--- src/rtl/shift_bus_scheduler_if.sv ---
`timescale 1ns/1ps
// -----------------------------------------------------------------------------
// shift_bus_scheduler_if
// Bundle of every signal between the shift-chain scheduler and its two users
// (shift_in = read engine, shift_out = write engine) plus the chain pins.
//
// Handshake: req_X is a level request that the user holds until done_X or
// timeout_err. The scheduler answers with go_X held high until the engine
// signals acceptance by sampling ready_X low; the transfer is complete when
// ready_X is sampled high again. A transfer counts as accepted only on the
// clk edge where go_X=1 and ready_X=0; it counts as finished only on the edge
// where ready_X=1 after acceptance.
//
// Signals
//   action_pulse     tick from the clocker, timeout time base
//   req_read/write   level requests from the users
//   ready_read/write engine idle flags (1 = idle)
//   read/write_shift_clk  engine shift clocks
//   go_read/write    start strobes to the engines
//   shift_clk        chain shift clock
//   n_oe             chain input-buffer enable (active low)
//   owner            00 none, 01 read, 10 write
//   busy             scheduler not idle
//   done_read/write  completion pulses
//   timeout_err      abort pulse
//   state_dbg        raw FSM state for checkers
// -----------------------------------------------------------------------------
interface shift_bus_scheduler_if;
  logic       action_pulse;
  logic       req_read;
  logic       req_write;
  logic       ready_read;
  logic       ready_write;
  logic       read_shift_clk;
  logic       write_shift_clk;
  logic       go_read;
  logic       go_write;
  logic       shift_clk;
  logic       n_oe;
  logic [1:0] owner;
  logic       busy;
  logic       done_read;
  logic       done_write;
  logic       timeout_err;
  logic [2:0] state_dbg;

  // Scheduler side
  modport slave (
    input  action_pulse, req_read, req_write, ready_read, ready_write,
           read_shift_clk, write_shift_clk,
    output go_read, go_write, shift_clk, n_oe, owner, busy,
           done_read, done_write, timeout_err, state_dbg
  );

  // User / engine side
  modport master (
    output action_pulse, req_read, req_write, ready_read, ready_write,
           read_shift_clk, write_shift_clk,
    input  go_read, go_write, shift_clk, n_oe, owner, busy,
           done_read, done_write, timeout_err, state_dbg
  );
endinterface

--- src/rtl/shift_bus_scheduler.sv ---
`timescale 1ns/1ps
// -----------------------------------------------------------------------------
// shift_bus_scheduler
// Shares one external shift chain between the read (shift_in) and write
// (shift_out) engines. Grants level requests round-robin, starts the owner's
// engine through the go/ready handshake, muxes the owner's shift clock onto the
// chain, leaves a guard gap after every transaction and aborts transfers that
// do not finish within TIMEOUT_TICKS action_pulse ticks.
//
// Ports
//   clk      system clock, all state on posedge
//   n_reset  synchronous active-low reset
//   bus      shift_bus_scheduler_if.slave (requests, engine handshake,
//            shift clocks, chain pins, status pulses, state_dbg)
// -----------------------------------------------------------------------------
module shift_bus_scheduler #(
  parameter int TIMEOUT_TICKS = 64,
  parameter int GUARD_CYCLES  = 4,
  parameter bit READ_FIRST    = 1'b1
) (
  input logic                  clk,
  input logic                  n_reset,
  shift_bus_scheduler_if.slave bus
);

  localparam int TMO_W = $clog2(TIMEOUT_TICKS + 1);
  localparam int GRD_W = $clog2(GUARD_CYCLES + 1);
  localparam logic [TMO_W-1:0] TMO_LIMIT = TMO_W'(TIMEOUT_TICKS);
  localparam logic [GRD_W-1:0] GRD_LAST  = GRD_W'(GUARD_CYCLES - 1);

  localparam logic [1:0] OWN_NONE  = 2'b00;
  localparam logic [1:0] OWN_READ  = 2'b01;
  localparam logic [1:0] OWN_WRITE = 2'b10;

  typedef enum logic [2:0] {
    IDLE    = 3'd0,
    RD_GO   = 3'd1,
    RD_BUSY = 3'd2,
    WR_GO   = 3'd3,
    WR_BUSY = 3'd4,
    GAP     = 3'd5
  } state_t;

  state_t           state_q, state_d;
  logic             go_read_q, go_read_d;
  logic             go_write_q, go_write_d;
  logic [1:0]       owner_q, owner_d;
  logic             n_oe_q, n_oe_d;
  logic             done_read_q, done_read_d;
  logic             done_write_q, done_write_d;
  logic             timeout_q, timeout_d;
  logic             last_wr_q, last_wr_d;   // 1: write was served last
  logic [TMO_W-1:0] tmo_q, tmo_d;
  logic [GRD_W-1:0] grd_q, grd_d;

  logic [TMO_W-1:0] tmo_inc;
  logic             tmo_hit;
  logic             finish;                 // leave the transaction for GAP

  always_comb begin
    tmo_inc = tmo_q + TMO_W'(bus.action_pulse);
    tmo_hit = (tmo_inc == TMO_LIMIT);
  end

  always_comb begin
    state_d      = state_q;
    go_read_d    = go_read_q;
    go_write_d   = go_write_q;
    owner_d      = owner_q;
    n_oe_d       = n_oe_q;
    done_read_d  = 1'b0;
    done_write_d = 1'b0;
    timeout_d    = 1'b0;
    last_wr_d    = last_wr_q;
    tmo_d        = tmo_q;
    grd_d        = grd_q;
    finish       = 1'b0;

    case (state_q)
      IDLE: begin
        // Under contention the side not served last wins.
        if (bus.req_read && (!bus.req_write || last_wr_q)) begin
          state_d   = RD_GO;
          go_read_d = 1'b1;
          owner_d   = OWN_READ;
          n_oe_d    = 1'b0;
          tmo_d     = '0;
        end else if (bus.req_write) begin
          state_d    = WR_GO;
          go_write_d = 1'b1;
          owner_d    = OWN_WRITE;
          tmo_d      = '0;
        end
      end

      // In GO the abort takes priority over a late acceptance so the tick
      // counter can never run past its limit.
      RD_GO: begin
        tmo_d = tmo_inc;
        if (tmo_hit) begin
          timeout_d = 1'b1;
          last_wr_d = 1'b0;
          finish    = 1'b1;
        end else if (!bus.ready_read) begin
          state_d   = RD_BUSY;
          go_read_d = 1'b0;
        end
      end

      // In BUSY a completion seen on the abort edge wins.
      RD_BUSY: begin
        tmo_d = tmo_inc;
        if (bus.ready_read) begin
          done_read_d = 1'b1;
          last_wr_d   = 1'b0;
          finish      = 1'b1;
        end else if (tmo_hit) begin
          timeout_d = 1'b1;
          last_wr_d = 1'b0;
          finish    = 1'b1;
        end
      end

      WR_GO: begin
        tmo_d = tmo_inc;
        if (tmo_hit) begin
          timeout_d = 1'b1;
          last_wr_d = 1'b1;
          finish    = 1'b1;
        end else if (!bus.ready_write) begin
          state_d    = WR_BUSY;
          go_write_d = 1'b0;
        end
      end

      WR_BUSY: begin
        tmo_d = tmo_inc;
        if (bus.ready_write) begin
          done_write_d = 1'b1;
          last_wr_d    = 1'b1;
          finish       = 1'b1;
        end else if (tmo_hit) begin
          timeout_d = 1'b1;
          last_wr_d = 1'b1;
          finish    = 1'b1;
        end
      end

      GAP: begin
        grd_d = grd_q + GRD_W'(1);
        if (grd_q == GRD_LAST) begin
          state_d = IDLE;
        end
      end

      default: begin
        state_d = IDLE;
      end
    endcase

    // Every transaction ends the same way: release the chain and guard it.
    if (finish) begin
      state_d    = GAP;
      go_read_d  = 1'b0;
      go_write_d = 1'b0;
      owner_d    = OWN_NONE;
      n_oe_d     = 1'b1;
      grd_d      = '0;
    end
  end

  always_ff @(posedge clk) begin
    if (!n_reset) begin
      state_q      <= IDLE;
      go_read_q    <= 1'b0;
      go_write_q   <= 1'b0;
      owner_q      <= OWN_NONE;
      n_oe_q       <= 1'b1;
      done_read_q  <= 1'b0;
      done_write_q <= 1'b0;
      timeout_q    <= 1'b0;
      last_wr_q    <= READ_FIRST;
      tmo_q        <= '0;
      grd_q        <= '0;
    end else begin
      state_q      <= state_d;
      go_read_q    <= go_read_d;
      go_write_q   <= go_write_d;
      owner_q      <= owner_d;
      n_oe_q       <= n_oe_d;
      done_read_q  <= done_read_d;
      done_write_q <= done_write_d;
      timeout_q    <= timeout_d;
      last_wr_q    <= last_wr_d;
      tmo_q        <= tmo_d;
      grd_q        <= grd_d;
    end
  end

  assign bus.go_read     = go_read_q;
  assign bus.go_write    = go_write_q;
  assign bus.owner       = owner_q;
  assign bus.n_oe        = n_oe_q;
  assign bus.done_read   = done_read_q;
  assign bus.done_write  = done_write_q;
  assign bus.timeout_err = timeout_q;
  assign bus.busy        = (state_q != IDLE);
  assign bus.state_dbg   = state_q;

  // Chain clock comes straight from the owner register so it drops to 0 in
  // the same cycle ownership is released.
  assign bus.shift_clk = (owner_q == OWN_READ)  ? bus.read_shift_clk  :
                         (owner_q == OWN_WRITE) ? bus.write_shift_clk : 1'b0;

endmodule
--- src/flat_wrapper.sv ---
// flat-port wrapper written by rule: the top's interface ports become plain ports
module shift_bus_scheduler_flat 
#(
  parameter int TIMEOUT_TICKS = 64,
  parameter int GUARD_CYCLES  = 4,
  parameter bit READ_FIRST    = 1'b1
)
  (clk, n_reset, bus_action_pulse, bus_req_read, bus_req_write, bus_ready_read, bus_ready_write, bus_read_shift_clk, bus_write_shift_clk, bus_go_read, bus_go_write, bus_shift_clk, bus_n_oe, bus_owner, bus_busy, bus_done_read, bus_done_write, bus_timeout_err, bus_state_dbg);
  shift_bus_scheduler_if bus_i ();
  input logic clk;
  input logic n_reset;
  input wire logic [$bits(bus_i.action_pulse)-1:0] bus_action_pulse;
  input wire logic [$bits(bus_i.req_read)-1:0] bus_req_read;
  input wire logic [$bits(bus_i.req_write)-1:0] bus_req_write;
  input wire logic [$bits(bus_i.ready_read)-1:0] bus_ready_read;
  input wire logic [$bits(bus_i.ready_write)-1:0] bus_ready_write;
  input wire logic [$bits(bus_i.read_shift_clk)-1:0] bus_read_shift_clk;
  input wire logic [$bits(bus_i.write_shift_clk)-1:0] bus_write_shift_clk;
  output wire logic [$bits(bus_i.go_read)-1:0] bus_go_read;
  output wire logic [$bits(bus_i.go_write)-1:0] bus_go_write;
  output wire logic [$bits(bus_i.shift_clk)-1:0] bus_shift_clk;
  output wire logic [$bits(bus_i.n_oe)-1:0] bus_n_oe;
  output wire logic [$bits(bus_i.owner)-1:0] bus_owner;
  output wire logic [$bits(bus_i.busy)-1:0] bus_busy;
  output wire logic [$bits(bus_i.done_read)-1:0] bus_done_read;
  output wire logic [$bits(bus_i.done_write)-1:0] bus_done_write;
  output wire logic [$bits(bus_i.timeout_err)-1:0] bus_timeout_err;
  output wire logic [$bits(bus_i.state_dbg)-1:0] bus_state_dbg;
  assign bus_i.action_pulse = bus_action_pulse;
  assign bus_i.req_read = bus_req_read;
  assign bus_i.req_write = bus_req_write;
  assign bus_i.ready_read = bus_ready_read;
  assign bus_i.ready_write = bus_ready_write;
  assign bus_i.read_shift_clk = bus_read_shift_clk;
  assign bus_i.write_shift_clk = bus_write_shift_clk;
  assign bus_go_read = bus_i.go_read;
  assign bus_go_write = bus_i.go_write;
  assign bus_shift_clk = bus_i.shift_clk;
  assign bus_n_oe = bus_i.n_oe;
  assign bus_owner = bus_i.owner;
  assign bus_busy = bus_i.busy;
  assign bus_done_read = bus_i.done_read;
  assign bus_done_write = bus_i.done_write;
  assign bus_timeout_err = bus_i.timeout_err;
  assign bus_state_dbg = bus_i.state_dbg;
  shift_bus_scheduler #(.TIMEOUT_TICKS(TIMEOUT_TICKS), .GUARD_CYCLES(GUARD_CYCLES), .READ_FIRST(READ_FIRST)) u_core (.clk(clk), .n_reset(n_reset), .bus(bus_i));
endmodule
--- config.mk ---
export PLATFORM = sky130hd
export DESIGN_NAME = shift_bus_scheduler_flat
export DESIGN_NICKNAME = d
export VERILOG_FILES = /design/src/rtl/shift_bus_scheduler_if.sv /design/src/rtl/shift_bus_scheduler.sv /design/src/flat_wrapper.sv
export SDC_FILE = /design/constraint.sdc
export NUM_CORES = 1
export LEC_CHECK = 0
export ABC_AREA = 1
export ABC_CLOCK_PERIOD_IN_PS = 2200
export CAP_MARGIN = 20
export CORE_UTILIZATION = 47
export DETAILED_ROUTE_END_ITERATION = 16
export PLACE_DENSITY = 0.77
export SYNTH_ARGS = -nofsm -noshare
export SYNTH_HDL_FRONTEND = slang
export SYNTH_SLANG_ARGS = --single-unit
--- constraint.sdc ---
create_clock -name clk -period 2.2 [get_ports clk]
set_clock_uncertainty 0.15 [all_clocks]
set_input_delay 0.66 -clock clk [delete_from_list [all_inputs] [get_ports clk]]
set_output_delay 0.66 -clock clk [all_outputs]
set_load 0.02 [all_outputs]
Word level (Yosys, flattened, before mapping) --
Index checks and enable logic that the tools add are counted.
Word-level totals: word-level logic and storage cells 103, bits in registers 22
Operators by class: multiplexer cells 39, add/sub/neg operators 2, bitwise operators 2, reductions and logical operators 23, eq/ne operators 25
Operators with widths (count):
- 2-to-1 mux 3 bit | 8
- 2-to-1 mux 1 bit | 20
- case mux 3 bit (5 select lines) | 1
- 2-to-1 mux 7 bit | 2
- case mux 7 bit (2 select lines) | 1
- AND reduction 7 bit | 2
- inequality test 2 bit (second input constant) | 6
- AND reduction 2 bit | 5
- equality test 3 x 2 -> 1 bit (second input constant) | 3
- inequality test 3 x 2 -> 1 bit (second input constant) | 3
- nonzero test 2 bit | 4
- adder 7 x 1 -> 7 bit | 1
- equality test 7 bit (second input constant) | 1
- equality test 3 bit (second input constant) | 2
- inequality test 2 x 1 -> 1 bit (second input constant) | 3
- inequality test 3 bit (second input constant) | 2
- case mux 1 bit (3 select lines) | 2
- OR reduction 2 bit | 3
- AND reduction 5 bit | 1
- 2-to-1 mux 2 bit | 2
- inequality test 4 x 2 -> 1 bit (second input constant) | 1
- case mux 1 bit (2 select lines) | 2
- case mux 1 bit (4 select lines) | 1
- AND reduction 4 bit | 1
- other kinds (13) | 14

Logic depth before layout (Yosys ltp) --
Gate-level depths: netlist (run 1).
word-level depth 7, gate-level depth with buffers 14

Least setup slack after synthesis (run 1) --
Ideal clock, no wire load.
kind input port to flip-flop, from in bus_action_pulse, to reg u_core.state_q[2] (netlist: u_core.bus.state_dbg[2]), setup slack -0.056 ns, path buffers 0, library setup time 0.128 ns, arrival time 1.978 ns, required time 1.922 ns, stages 14, path through ha_1 -> ha_1 -> inv_1 -> nand2_1 -> nand2_1 -> nand2_1 -> nor2_2 -> nand2_1 -> nor2_4 -> nand2_1 -> nand3_1 -> nand2_1 -> nor2_1 -> nor2_1
Between the ends: word-level cells in the longest chain between the ends 7
Ends and longest elaborated chain:
- start: declaration | line flat_wrapper.sv:12 | input wire logic [$bits(bus_i.action_pulse)-1:0] bus_action_pulse;
- adder 7 x 1 -> 7 bit (*) | line shift_bus_scheduler.sv:61 | tmo_inc = tmo_q + TMO_W'(bus.action_pulse);
- equality test 7 bit (*) | line shift_bus_scheduler.sv:62 | tmo_hit = (tmo_inc == TMO_LIMIT);
- 2-to-1 mux 1 bit
- 2-to-1 mux 1 bit (on tied branches) | line shift_bus_scheduler.sv:138, shift_bus_scheduler.sv:113
- case mux 1 bit (3 select lines) | line shift_bus_scheduler.sv:79 | case (state_q)
- inequality test 4 x 2 -> 1 bit (no source line) (tied with other cells)
- AND reduction 7 bit (no source line)
- end signal: assignment | line shift_bus_scheduler.sv:186 | state_q <= state_d;
- end: declaration | line shift_bus_scheduler.sv:44 | state_t state_q, state_d;
Every way passes the cells marked *; elsewhere a longest branch is shown, timed or not. A chain may end at the register's enable or synchronous reset.

Worst setup path in the final report (run 1) --
from reg u_core.state_q[0] (netlist: u_core.bus.state_dbg[0]), to out bus_state_dbg[0]
RTL lines:
- end: declaration | line flat_wrapper.sv:28 | output wire logic [$bits(bus_i.state_dbg)-1:0] bus_state_dbg;
No word-level cell between the ends.

==> flow_metrics.env, run 1 <==
export IMPL_hpwl_mm=2.48
export IMPL_max_slew_margin_rel_pct=70.6
export IMPL_cts_tree="built"
export IMPL_synth_area_mm2=0.00135
export IMPL_synth_area_per_cell_um2=7.15
export IMPL_postCtsHoldBufs=0
export IMPL_max_cap_viol_count=0
export IMPL_ys_top_cells_by_area="dfxtp_1 (33%), nand2_1 (12%), nor2_1 (6.1%), nand3_1 (5.9%), a21oi_1 (4.8%)"
export IMPL_clock_sinks=22
export IMPL_holdWs_ps=323
export IMPL_grt_max_degree=13
export IMPL_clk_pin_slew_ps=130
export IMPL_cp_arrival_ps=1350
export IMPL_wirelength_mm=3.52
export IMPL_hold_violations=0
export IMPL_cp_start_kind="flip-flop"
export IMPL_die_area_mm2=0.00309
export IMPL_numCtsBuffers=3
export IMPL_mappedNetlistNets=202
export IMPL_ir_worst_vdd_uv=749
export IMPL_viasPerCell=5.31
export IMPL_clk_path_buf_depth=2
export IMPL_critPathTopFamily="buffers and inverters"
export IMPL_fp_dieH_um=55.6
export IMPL_ys_ff_latch=22
export IMPL_grt_overflow=0
export IMPL_end_kind="primary output"
export IMPL_crit_path_max_incr_delay_ps=630
export IMPL_die_x_um=55.6
export IMPL_fin_cells=265
export IMPL_total_power_uw=1820
export IMPL_setup_violations_final=0
export IMPL_diodes=0
export IMPL_first_pass_iters=4
export IMPL_drt_initial_drc_count=74
export IMPL_gp_congestion=0.975
export IMPL_grtUsageTotal_pct=22.4
export IMPL_drc=0
export IMPL_start_util_pct=49.4
export IMPL_synth_seq_area_share_pct=32.6
export IMPL_wl_per_cell_um=13.3
export IMPL_yosysTopAreaCell="dfxtp_1"
export IMPL_setup_ws_ps=36.8
export IMPL_p_leak_uw=0.000866
export IMPL_fin_crit_sh_pct=98.3
export IMPL_syn_to_final_growth_pct=36.8
export IMPL_synth_async_reset_ratio_pct=0
export IMPL_clk_latency_ps=310
export IMPL_synth_edff_count=0
export IMPL_placement_rows=19
export IMPL_ant_nets=0
export IMPL_synth_cell_types=34
export IMPL_htree_levels=1
export IMPL_post_route_min_period_ps=2160
export IMPL_ios=22
export IMPL_synth_common_cells="nand2_1 (42), dfxtp_1 (22), nor2_1 (22)"
export IMPL_io_buffers=21
export IMPL_slew_violations=0
export IMPL_pre_cts_ws_ps=-584
export IMPL_grt_pass1_wl_mm=5.60
export IMPL_antenna_found_initial=0
export IMPL_synth_most_common_cell="nand2_1"
export IMPL_synth_top_flop_cell="dfxtp_1"
export IMPL_hold_class="flip-flop to flip-flop"
export IMPL_worstPathCellList="clkdlybuf4s50_1"
export IMPL_slowest_stage="clkdlybuf4s50_1"
export IMPL_synth_top_area_share_pct=32.6
export IMPL_critPathRequiredTime_ps=1390
export IMPL_num_vias=1406
export IMPL_path_class="flip-flop to primary output"
export IMPL_drive_gt1_share_pct=32.1
export IMPL_powerDensity_mw_per_mm2=986
export IMPL_critical_path_buf_inv_count=1
export IMPL_status="completed"
export IMPL_nets=248
export IMPL_place_inst=254
export IMPL_tightestPinTransition_ps=437
export IMPL_root_buffer="clkbuf_4"
export IMPL_synth_cells=189
export IMPL_fmax_mhz=462
export IMPL_grt_pass1_vias=1357
export IMPL_core_area_mm2=0.00273
export IMPL_yosys_warnings=0
export IMPL_crit_fanout=4
[layout make-up]
type	count	area [um^2]
inverters	24	92.6
clock buffers	4	36.3
fillers	227	886
well taps	31	38.8
repair buffers	44	388
flip-flops and latches	22	442
multi-input cells	140	851
[layout by cell type (no fill, tap or decap), drive strengths merged]
master         count
dfxtp             22
ha                 4
a21oi             16
xor2               1
clkdlybuf4s50     14
o211ai             1
o21bai             2
dlymetal6s2s       4
nor3               4
o31a               1
nor2              27
nand2             50
clkinv             1
o21ai              8
nand3             19
nand4              2
dlygate4sd2        1
buf               24
clkbuf             5
a21o               1
o21a               1
inv               23
nor3b              1
o22ai              2
[path summary, 6_finish.rpt]
kind                            from                 end  slack [ps]  cells past startpoint
min reg2reg          u_core.bus.n_oe     u_core.bus.n_oe         320                      1
max reg2reg          u_core.tmo_q[0]  u_core.bus.go_read         170                     13
min                  u_core.bus.n_oe     u_core.bus.n_oe         320                      1
max          u_core.bus.state_dbg[0]    bus_state_dbg[0]          40                      1
[worst register-to-register path, cell delays in order (launching register included)]
cell     delay [ps]
dfxtp_1         360
ha_2            210
ha_4            180
nand2_4          70
nor2_2          130
nand3_1         110
nand2_2          90
nand2_2          80
nor2_4          180
buf_4           130
nand2_1          50
nand3_1          90
nand2_1          50
a21oi_1         110
[metal layers]
metal | GRT usage (%) | up-vias | share of wire (%)
li1 | - | 707 | -
met5 | 0 | - | 0
met1 | 27.1 | 643 | 42
met2 | 38.9 | 44 | 49
met3 | 3.95 | 12 | 5.0
met4 | 10.0 | 0 | 3.3
[state kept, by name, summed over array words and instances (netlist names)]
name	cells
u_core.bus.done_read	1
u_core.bus.done_write	1
u_core.bus.go_read	1
u_core.bus.go_write	1
u_core.bus.n_oe	1
u_core.bus.owner	2
u_core.bus.state_dbg	3
u_core.bus.timeout_err	1
u_core.grd_q	3
u_core.last_wr_q	1
u_core.tmo_q	7
[kinds of logic after synthesis]
| family | synth area share (%) |
|---|---|
| flops | 32.6 |
| fa+ha+maj | 3.70 |
| buf+inv | 8.52 |
| compound gates | 15.7 |
| simple gates | 38.8 |
| xor+xnor | 0.648 |
[metrics by stage]
stage / cell area (um^2) / TNS, ps / utilization, %
floorplan: 1360 / 0 / -
global route: 1850 / -130 / 67.6
CTS: 1800 / 0 / 65.8
global placement: 1710 / -6900 / 62.4
detailed placement: 1710 / -7820 / 62.4
finish: 1850 / 0 / 67.6
[where the power goes]
group          leakage [uW]  switching, uW  internal, uW  total, uW
Sequential         0.000179           75.3           481        557
Combinational      0.000666            628           411       1040
Clock             0.0000210            126           101        227
Total              0.000866            830           993       1820
[what timing repair did]
item	in CTS	in global routing
pin swaps	10	15
gates resized for setup	14	14
buffers inserted	5	2
setup endpoints to repair	16	15
No activity file was read; power rests on OpenSTA's default activity.
==> run 2: changes to the inputs <==
--- a/config.mk
+++ b/config.mk
@@ -6,11 +6,12 @@
 export NUM_CORES = 1
 export LEC_CHECK = 0
 export ABC_AREA = 1
-export ABC_CLOCK_PERIOD_IN_PS = 2200
+export ABC_CLOCK_PERIOD_IN_PS = 2100
 export CAP_MARGIN = 20
-export CORE_UTILIZATION = 47
+export CORE_UTILIZATION = 52
 export DETAILED_ROUTE_END_ITERATION = 16
-export PLACE_DENSITY = 0.77
+export GPL_ROUTABILITY_DRIVEN = 0
+export PLACE_DENSITY = 0.81
 export SYNTH_ARGS = -nofsm -noshare
 export SYNTH_HDL_FRONTEND = slang
 export SYNTH_SLANG_ARGS = --single-unit
==> constraint.sdc (replaced) <==
create_clock -name clk -period 2.1 [get_ports clk]
set_clock_uncertainty 0.15 [all_clocks]
set_input_delay 0.63 -clock clk [delete_from_list [all_inputs] [get_ports clk]]
set_output_delay 0.63 -clock clk [all_outputs]
set_load 0.02 [all_outputs]
==> flow_metrics.env, run 2 (synthesis results as in run 1) <==
export IMPL_io_buffers=21
export IMPL_wl_per_cell_um=14.4
export IMPL_hold_violations=0
export IMPL_numCtsBuffers=3
export IMPL_crit_path_max_incr_delay_ps=610
export IMPL_clk_path_buf_depth=2
export IMPL_placement_rows=18
export IMPL_place_inst=257
export IMPL_grt_max_degree=14
export IMPL_wirelength_mm=3.79
export IMPL_num_vias=1444
export IMPL_nets=247
export IMPL_clock_sinks=22
export IMPL_critPathTopFamily="buffers and inverters"
export IMPL_worstPathCellList="clkdlybuf4s50_1"
export IMPL_viasPerCell=5.49
export IMPL_ios=22
export IMPL_holdWs_ps=326
export IMPL_setup_ws_ps=42.3
export IMPL_multiInputGateArea_um2=851
export IMPL_drc=0
export IMPL_hold_class="flip-flop to flip-flop"
export IMPL_slowest_stage="clkdlybuf4s50_1"
export IMPL_critical_path_buf_inv_count=1
export IMPL_tightestPinTransition_ps=420
export IMPL_hpwl_mm=2.79
export IMPL_fmax_mhz=486
export IMPL_fin_crit_sh_pct=98.0
export IMPL_cp_arrival_ps=1280
export IMPL_setup_violations_final=0
export IMPL_post_route_min_period_ps=2060
export IMPL_fp_dieH_um=53.0
export IMPL_crit_fanout=2
export IMPL_root_buffer="clkbuf_4"
export IMPL_postCtsHoldBufs=0
export IMPL_nFillCells=191
export IMPL_grt_overflow=0
export IMPL_syn_to_final_growth_pct=36.7
export IMPL_start_util_pct=55.0
export IMPL_p_leak_uw=0.000850
export IMPL_grt_pass1_wl_mm=5.97
export IMPL_clk_latency_ps=320
export IMPL_drive_gt1_share_pct=30.0
export IMPL_register_area_um2=445
export IMPL_pre_cts_ws_ps=-591
export IMPL_powerDensity_mw_per_mm2=1120
export IMPL_clk_pin_slew_ps=120
export IMPL_diodes=0
export IMPL_status="completed"
export IMPL_cp_start_kind="flip-flop"
export IMPL_fin_cells=263
export IMPL_rsz0062_at_grt="yes"
export IMPL_final_common_cell="nand2_1"
export IMPL_antenna_found_initial=0
export IMPL_end_kind="primary output"
export IMPL_max_slew_margin_rel_pct=71.8
export IMPL_first_pass_iters=4
export IMPL_drt_initial_drc_count=40
export IMPL_slew_violations=0
export IMPL_die_area_mm2=0.00281
export IMPL_layout_common_cells="nand2_1 (40), nor2_1 (21), buf_4 (20)"
export IMPL_grtUsageTotal_pct=29.9
export IMPL_die_x_um=53.0
export IMPL_path_class="flip-flop to primary output"
export IMPL_max_cap_viol_count=0
export IMPL_largest_reg_flops=7
export IMPL_core_area_mm2=0.00245
export IMPL_ant_nets=0
export IMPL_critPathRequiredTime_ps=1320
export IMPL_largest_register="u_core.tmo_q"
export IMPL_cts_tree="built"
export IMPL_htree_levels=1
export IMPL_grt_pass1_vias=1397
export IMPL_ir_worst_vdd_uv=913
[run 2: changes by cell type in the layout (fill, tap and decap cells not counted), moves of 3 or more]
cell / previous run / this run
clkdlybuf4s50_1: 14 / 9
dlymetal6s2s_1: 4 / 1
buf_4: 23 / 20
nand2_1: 36 / 40
dfxtp_2: 1 / 4
dlygate4sd2_1: 1 / 9
dfxtp_1: 21 / 18
nand2_2: 10 / 7
[run 2: what timing repair did]
item,4_1_cts,5_1_grt
endpoints found under the setup margin,21,12
cloned,1,0
resized for setup,22,5
setup buffers,1,0
pin swaps,8,8
[run 2: final timing paths]
path                                 startpoint                 endpoint  slack (ps)  cells past startpoint
worst max register to register  u_core.tmo_q[1]  u_core.bus.state_dbg[1]         150                     10
worst min register to register  u_core.bus.n_oe          u_core.bus.n_oe         330                      1
worst min-delay path            u_core.bus.n_oe          u_core.bus.n_oe         330                      1
worst max-delay path            u_core.bus.n_oe                 bus_n_oe          40                      1
[run 2: worst register-to-register path: stages (launching register included)]
cell      delay [ps]
dfxtp_1          480
ha_4             200
nand3_1           80
nand2_1           70
nand2_1           70
nor2_2           140
nand2_2           90
nor2_4           180
o21ai_4          130
o211ai_1         160
a21oi_2           90
[run 2: through the flow]
step,total power (uW),TNS (ps),instance area [um^2],utilization (%)
floorplan,1290,0,1380,-
global placement,1660,-7280,1770,72.1
detailed placement,1710,-8270,1770,72.1
CTS,2040,0,1840,75.0
global route,2190,-0.138,1850,75.2
finish,2070,0,1850,75.2
[run 2: per-layer routing]
metal / wire (um) / vias up / share of wire [%] / track usage [%]
met3: 175 / 12 / 4.6 / 6.61
met4: 91 / 0 / 2.4 / 16.2
met2: 1960 / 44 / 52 / 52.7
met1: 1560 / 684 / 41 / 32.7
met5: 0 / - / 0 / 0
li1: - / 704 / - / -
[run 2: report_power, final]
part	internal [uW]	switching, uW	total (uW)
combinational	446	700	1150
clock	193	138	331
sequential	508	84.1	592
total	1150	923	2070
[run 2: area by class of cell]
type | instances | area share (%)
Inverter | 24 | 5.01
Timing Repair Buffer | 42 | 19.9
Tap cell | 30 | 2.03
Multi-Input combinational cell | 141 | 46.1
Clock inverter | 1 | 1.63
Clock buffer | 3 | 1.22
Sequential cell | 22 | 24.1
